## config.mk

```make
export PLATFORM = sky130hd
export DESIGN_NAME = fetch_cycle
export DESIGN_NICKNAME = d
export VERILOG_FILES = /design/src/rtl/fetch_cycle_pkg.sv /design/src/rtl/fd_pipe_reg.sv /design/src/rtl/fetch_cycle.sv
export SDC_FILE = /design/constraint.sdc
export NUM_CORES = 1
export LEC_CHECK = 0
export ABC_CLOCK_PERIOD_IN_PS = 2800
export BUFFER_PORTS_ARGS = -buffer_cell sky130_fd_sc_hd__buf_2
export CAP_MARGIN = 20
export CORE_MARGIN = 1
export CORE_UTILIZATION = 50
export DETAILED_ROUTE_END_ITERATION = 7
export HOLD_SLACK_MARGIN = 0.05
export PLACE_DENSITY = 0.9
export RECOVER_POWER = 100
export SYNTH_ARGS = -nofsm -noshare
export SYNTH_HDL_FRONTEND = slang
export SYNTH_SLANG_ARGS = --single-unit
export TNS_END_PERCENT = 20
```

## constraint.sdc

```tcl
create_clock -name clk -period 2.8 [get_ports clk]
set_clock_uncertainty 0.1 [all_clocks]
set_input_delay 0.56 -clock clk [delete_from_list [all_inputs] [get_ports clk]]
set_output_delay 0.56 -clock clk [all_outputs]
set_load 0.02 [all_outputs]
```

## src/rtl/fetch_cycle_pkg.sv

```systemverilog
// rtl/fetch_cycle_pkg.sv - shared widths, NOP constant and fetch FSM states
package fetch_cycle_pkg;
    localparam int PC_W    = 18;
    localparam int INSTR_W = 33;

    localparam logic [INSTR_W-1:0] NOP = '0;

    typedef enum logic {
        FETCH = 1'b0,
        HOLD  = 1'b1
    } fetch_state_t;
endpackage

```

## src/rtl/fd_pipe_reg.sv

```systemverilog
// rtl/fd_pipe_reg.sv - Fetch/Decode pipeline register with load, bubble and hold
module fd_pipe_reg
    import fetch_cycle_pkg::*;
#(
    parameter int PC_W    = 18,
    parameter int INSTR_W = 33
) (
    input  logic               clk,
    input  logic               rst,
    input  logic               load,
    input  logic               bubble,
    input  logic [INSTR_W-1:0] instr,
    input  logic [PC_W-1:0]    pc,
    input  logic [PC_W-1:0]    pc_plus4,
    output logic [INSTR_W-1:0] InstrD,
    output logic [PC_W-1:0]    PCD,
    output logic [PC_W-1:0]    PCPlus4D,
    output logic               ValidD
);

    // A bubble only replaces the instruction; PCD/PCPlus4D keep their last values.
    always_ff @(posedge clk) begin
        if (rst) begin
            InstrD   <= INSTR_W'(NOP);
            PCD      <= '0;
            PCPlus4D <= '0;
            ValidD   <= 1'b0;
        end else if (bubble) begin
            InstrD   <= INSTR_W'(NOP);
            ValidD   <= 1'b0;
        end else if (load) begin
            InstrD   <= instr;
            PCD      <= pc;
            PCPlus4D <= pc_plus4;
            ValidD   <= 1'b1;
        end
    end

endmodule

```

## src/rtl/fetch_cycle.sv

```systemverilog
// rtl/fetch_cycle.sv - instruction fetch stage: PC, fetch FSM, skid buffer, F/D register
module fetch_cycle
    import fetch_cycle_pkg::*;
#(
    parameter int              PC_W     = 18,
    parameter int              INSTR_W  = 33,
    parameter logic [PC_W-1:0] RESET_PC = '0
) (
    input  logic               clk,
    input  logic               rst,
    input  logic               PCSrcE,
    input  logic [PC_W-1:0]    PCTargetE,
    input  logic               StallD,
    input  logic               FlushD,
    output logic               imem_req,
    output logic [PC_W-1:0]    imem_addr,
    input  logic               imem_rvalid,
    input  logic [INSTR_W-1:0] imem_rdata,
    output logic [INSTR_W-1:0] InstrD,
    output logic [PC_W-1:0]    PCD,
    output logic [PC_W-1:0]    PCPlus4D,
    output logic               ValidD
);

    fetch_state_t       state, state_next;
    logic [PC_W-1:0]    pc, pc_next, pc_plus4, pc_redirect;
    logic [INSTR_W-1:0] skid;
    logic               skid_load;
    logic               fd_load, fd_bubble;
    logic [INSTR_W-1:0] fd_instr;

    assign pc_plus4    = pc + PC_W'(4);
    assign pc_redirect = PCTargetE & ~PC_W'(3);

    assign imem_req  = (state == FETCH);
    assign imem_addr = pc;

    always_comb begin
        state_next = state;
        pc_next    = pc;
        skid_load  = 1'b0;
        fd_load    = 1'b0;
        fd_bubble  = 1'b0;
        fd_instr   = imem_rdata;

        if (PCSrcE) begin
            pc_next    = pc_redirect;
            fd_bubble  = 1'b1;
            state_next = FETCH;
        end else if (FlushD) begin
            // Any captured or arriving word is dropped; the same PC is re-fetched.
            fd_bubble  = 1'b1;
            state_next = FETCH;
        end else if (state == FETCH) begin
            if (imem_rvalid) begin
                if (StallD) begin
                    skid_load  = 1'b1;
                    state_next = HOLD;
                end else begin
                    fd_load = 1'b1;
                    pc_next = pc_plus4;
                end
            end else if (!StallD) begin
                fd_bubble = 1'b1;
            end
        end else begin
            if (!StallD) begin
                fd_instr   = skid;
                fd_load    = 1'b1;
                pc_next    = pc_plus4;
                state_next = FETCH;
            end
        end
    end

    always_ff @(posedge clk) begin
        if (rst) begin
            state <= FETCH;
            pc    <= RESET_PC;
            skid  <= INSTR_W'(NOP);
        end else begin
            state <= state_next;
            pc    <= pc_next;
            if (skid_load) begin
                skid <= imem_rdata;
            end
        end
    end

    fd_pipe_reg #(
        .PC_W    (PC_W),
        .INSTR_W (INSTR_W)
    ) u_fd_pipe_reg (
        .clk      (clk),
        .rst      (rst),
        .load     (fd_load),
        .bubble   (fd_bubble),
        .instr    (fd_instr),
        .pc       (pc),
        .pc_plus4 (pc_plus4),
        .InstrD   (InstrD),
        .PCD      (PCD),
        .PCPlus4D (PCPlus4D),
        .ValidD   (ValidD)
    );

endmodule

```

# After elaboration in Yosys (flattened, before gate mapping)
# Cells that the tools add are included.
[classes]
addsub = 1
n_eq_ne = 1
n_mux = 24
bitwise = 3
reduce_logical = 8
[op_table]
columns = ["cell", "count"]
rows = [
  ["$mux W33", 4],
  ["$mux W18", 5],
  ["$add A18 B3 Y18 const B", 1],
  ["$mux W1", 15],
  ["$reduce_and A2 Y1", 3],
  ["$reduce_or A2 Y1", 2],
  ["$not A1 Y1", 3],
  ["$reduce_bool A3 Y1", 1],
  ["$reduce_or A3 Y1", 1],
  ["$ne A2 B2 Y1 const B", 1],
  ["$reduce_bool A2 Y1", 1],
]
[word_totals]
regBits = 122
inputBits = 57
output_inout_bits = 89
wordCells = 45

# Longest topological paths before layout
[depth]
word_depth = 7
ltp_mapped = 7

# Hierarchy
# From an unflattened synthesis, not the netlist that was laid out.
[hier_totals]
hier_cells = 608
area_unflattened_um2 = 5660.4
[by_module_without_submodules]
columns = ["mod", "instances", "cells_per_inst", "area_per_inst_um2", "seq_area_each_um2"]
rows = [
  ["fd_pipe_reg", 1, 276, 2891.5, 1401.3],
  ["fetch_cycle", 1, 332, 2768.9, 1001.0],
]

# Worst setup path before layout
# OpenSTA, ideal clock, no wires.
[synth_path]
path_kind = "reg-to-reg"
startpoint = "reg pc[2] (netlist: imem_addr[2])"
endpoint = "reg pc[16] (netlist: imem_addr[16])"
setup_time_ns = 0.091
arrival_time_ns = 2.048
path_slack_ns = 0.561
path_stages_with_launch = 7
n_path_buf = 1
path_cell_list = "dfxtp_1 -> ha_1 -> nand3_2 -> or2_1 -> clkbuf_1 -> or4_1 -> a311oi_1"
[synth_via]
elab_chain_cells = 6
[synth_lines]
columns = ["element", "line_no", "text"]
rows = [
  ["from (decl)", "fetch_cycle.sv:26", "logic [PC_W-1:0] pc, pc_next, pc_plus4, pc_redirect;"],
  ["from (signal assigned)", "fetch_cycle.sv:83", "pc <= pc_next;"],
  ["$add A18 B3 Y18 *", "fetch_cycle.sv:32", "assign pc_plus4 = pc + PC_W'(4);"],
  ["$mux W18 *", "fetch_cycle.sv:56, fetch_cycle.sv:67", ""],
  ["$mux W18", "fetch_cycle.sv:55", "if (imem_rvalid) begin"],
  ["$mux W18 *", "fetch_cycle.sv:54", "end else if (state == FETCH) begin"],
  ["$mux W18 *", "fetch_cycle.sv:50", "end else if (FlushD) begin"],
  ["$mux W18 *", "fetch_cycle.sv:46", "if (PCSrcE) begin"],
]
# Every way passes the cells marked *; elsewhere a longest branch is shown, timed or not. The select of a mux whose other input is x is not followed.
# A chain may end at the register's enable or synchronous reset.

# Worst setup path after layout
# Same ends and word-level chain as after synthesis.

==> qor.tcl <==
set qor(cap_viol_max_count) 0
set qor(path_clk_slew_ns) 0.06
set qor(initial_antenna_violation_count) 0
set qor(power_leakage_nw) 1.99
set qor(drt-vias-per-instance) 5.67
set qor(detailedPlacementHpwl_um) 8720
set qor(die_area_um2) 10000
set qor(first_pass_grt_wire_length_um) 21400
set qor(hold_path.class) {input pin to flop}
set qor(place.gp.congestion) 0.879
set qor(htree_levels) 4
set qor(grt_overflow_total) 0
set qor(post_cts.resized_instances) 0
set qor(worstSetupEndpointType) {flop}
set qor(max-clock-path-buffers) 2
set qor(setup_viol_count_final) 0
set qor(timing.critical_path.slowest_cell_delay_ns) 0.54
set qor(report.final.hold_viol_count) 0
set qor(period_needed_ns) 2.48
set qor(path_class) {flop to flop}
set qor(power.density_cell_area_nw_per_um2) 694
set qor(total_track_usage) 0.267
set qor(postSynth.topFlopCell) {dfxtp_1}
set qor(startpoint_type) {flop}
set qor(setup_total_negative_slack_ns) 0
set qor(fin_total_pwr_w) 0.00417
set qor(post_synth_main_area_contributors) {dfxtp_1, nand2_1, a21oi_1}
set qor(post_cts.repair.setup_buffers) 0
set qor(syn2layout_area_growth_pct) 25.0
set qor(critical_path.max_fanout) 8
set qor(grt_pass1_vias) 4548
set qor(power.ir.vdd_worst_v) 0.000384
set qor(postRouteWirelength_um) 13200
set qor(synth-async-reset-ratio) 0
set qor(cts.hold.buffers_added) 0
set qor(numCtsBuffers) 17
set qor(insertion_delay_ns) 0.50
set qor(routed_wire_length_per_instance_um) 15.6
set qor(cp_data_required_time_ns) 3.11
set qor(drt-initial-drc-count) 356
set qor(route.antenna.remaining_nets) 0
set qor(slew_violations) 0
set qor(synth_enable_flop_cells) 0
set qor(cts_tree) {built}
set qor(syn_area_per_cell_um2) 8.12
set qor(fmaxAchievable_ghz) 0.403
set qor(timing.max_slew.rel_slack) 0.360
set qor(drt_first_pass_iters) 5
set qor(post-route-util) 0.648
set qor(io-pin-count) 146
set qor(clockRootBuffer) {clkbuf_8}
set qor(finalNonFillerCells) 849
set qor(floorplan.die.width_um) 100
set qor(placed_cells) 817
set qor(num-fill-cells) 849
set qor(postSynthRegisterBits) 116
set qor(yosysUniqueCellTypes) 43
set qor(die_height_um) 100
set qor(via_count) 4815
set qor(worstPathCellList) {ha_1, nand3_1, or2_1, or4_1, a311oi_1}
set qor(status) {completed}
set qor(clock_sinks) 116
set qor(tightestPinTransition_ns) 0.960
set qor(netlist_area_um2) 4810
set qor(placement.io_buffers) 137
set qor(share_of_layout_cells_above_drive_strength_1) 0.146
set qor(timing.final.crit_share) 0.887
set qor(antennaDiodeCount) 0
set qor(grt_start_max_net_pins) 49
set qor(ys.warnings.count) 0
set qor(netlist.top_cell.by_area) {dfxtp_1}
set qor(synth_top_cell_area_share) 0.482
set qor(final_nets) 765
set qor(syn-instance-count) 593
set qor(remaining_drc_errors) 0
set qor(critical_path.slowest_cell) {or4_1}
set qor(initial_utilization) 0.518
set qor(row_count) 35
set qor(yosysSeqAreaShare) 0.482
set qor(worstPathArrival_ns) 2.79
set qor(setup_repair_after_global_routing_missed_its_margin) {false}
set qor(core-area_um2) 9280
## sequential cells by signal, summed over array words and instances, names as in the netlist
signal / count
skid: 33
u_fd_pipe_reg.InstrD: 33
imem_addr: 16
u_fd_pipe_reg.PCD: 16
u_fd_pipe_reg.PCPlus4D: 16
state: 1
u_fd_pipe_reg.ValidD: 1
## metal layers
layer,track usage,share of wire,vias to the layer above
met2,0.460,0.50,219
li1,-,-,2299
met1,0.321,0.42,2265
met4,0.114,0.021,0
met5,0,0,-
met3,0.0578,0.061,32
## critical path: cells and delay by family, from the launching register on
kind                     cells  cell delay (ns)
AND/OR/NAND/NOR              3             1.27
AO/OA/AOI/OAI                1             0.27
adder cells (fa/ha/maj)      1             0.27
flip-flops                   1             0.47
## path summary, 6_finish.rpt
check | start | end | slack, ns | cells past startpoint
worst max-delay path | imem_addr[2] | imem_addr[16] | 0.32 | 5
worst min-delay path | imem_rdata[31] | skid[31] | 0.21 | 3
worst max register to register | imem_addr[2] | imem_addr[16] | 0.32 | 5
worst min register to register | u_fd_pipe_reg.InstrD[32] | u_fd_pipe_reg.InstrD[32] | 0.35 | 2
## cell type report
cell class / instances / area (um^2) / share of cell area
timing repair buffer: 149 / 654 / 0.109
sequential: 116 / 2320 / 0.386
clock buffer: 20 / 445 / 0.0741
multi-input combinational: 414 / 2240 / 0.373
inverter: 9 / 33.8 / 0.00562
clock inverter: 12 / 154 / 0.0256
tap: 129 / 161 / 0.0268
## cell usage after synthesis, types with 3 or more instances
master / instances
nand3_1: 6
xnor2_1: 15
a311oi_1: 6
or4_1: 4
clkbuf_1: 48
inv_1: 9
xor2_1: 3
nor3_1: 6
o31ai_1: 4
nand2_1: 143
nor2_1: 39
a31oi_1: 4
o221ai_1: 33
or3_1: 3
buf_2: 4
dfxtp_1: 116
buf_4: 6
nand4_1: 3
and2_1: 3
a21oi_1: 83
a211oi_1: 19
nor4_1: 7
## report_power, final
part           total (W)  switching (W)  leakage [nW]  internal (W)
clock            0.00216       0.000754         0.287       0.00140
sequential       0.00174      0.0000461         0.941       0.00169
combinational   0.000281       0.000187         0.758     0.0000946
total            0.00417       0.000987          1.99       0.00319
## through the flow
step	setup slack (ns)	hold slack, ns	area [um^2]
after floorplan	0.561	0.336	4830
after global placement	0.451	0.336	5550
after detailed placement	0.411	0.340	5550
after CTS	0.460	0.193	6150
after global routing	0.225	0.202	6010
final	0.317	0.209	6010
## logic make-up (layout without fill, tap and decap cells)
| logic type | count (synthesis) | in the layout | synth area share |
|---|---|---|---|
| buffers and inverters | 68 | 190 | 0.0590 |
| AND/OR/NAND/NOR | 229 | 229 | 0.207 |
| other | 1 | 6 | 0.000779 |
| AO/OA/AOI/OAI | 160 | 160 | 0.216 |
| flip-flops | 116 | 116 | 0.482 |
| XOR/XNOR | 18 | 18 | 0.0328 |
| adder cells (fa/ha/maj) | 1 | 1 | 0.00260 |
## cells in the final DEF (no fill, tap or decap), types with 2 or more instances in the layout
| cell type | Yosys | layout |
|---|---|---|
| and3_1 | 2 | 2 |
| or4b_1 | 2 | 2 |
| xnor2_1 | 15 | 15 |
| a2111oi_0 | 2 | 2 |
| nand4_1 | 3 | 3 |
| xor2_1 | 3 | 3 |
| clkinvlp_4 | 0 | 3 |
| nand3_1 | 6 | 7 |
| a211oi_1 | 19 | 19 |
| inv_1 | 9 | 9 |
| or3_1 | 3 | 3 |
| buf_2 | 4 | 53 |
| conb_1 | 1 | 6 |
| clkbuf_16 | 0 | 16 |
| clkbuf_8 | 0 | 3 |
| and2_1 | 3 | 3 |
| nand2_1 | 143 | 143 |
| a21oi_1 | 83 | 83 |
| clkbuf_1 | 48 | 86 |
| buf_4 | 6 | 6 |
| bufinv_16 | 0 | 3 |
| nor2_1 | 39 | 37 |
| clkbuf_2 | 1 | 5 |
| dfxtp_1 | 116 | 116 |
| o31ai_1 | 4 | 4 |
| or2_2 | 2 | 2 |
| a221oi_1 | 2 | 2 |
| a31oi_1 | 4 | 4 |
| nor3_1 | 6 | 6 |
| o221ai_1 | 33 | 33 |
| a311oi_1 | 6 | 6 |
| or4_1 | 4 | 4 |
| nor4_1 | 7 | 6 |
| and4_1 | 2 | 2 |
| clkinv_4 | 0 | 2 |
| or2_1 | 2 | 2 |
| clkinv_2 | 0 | 3 |
| o211ai_1 | 2 | 2 |
No activity file was read; power rests on OpenSTA's default activity.
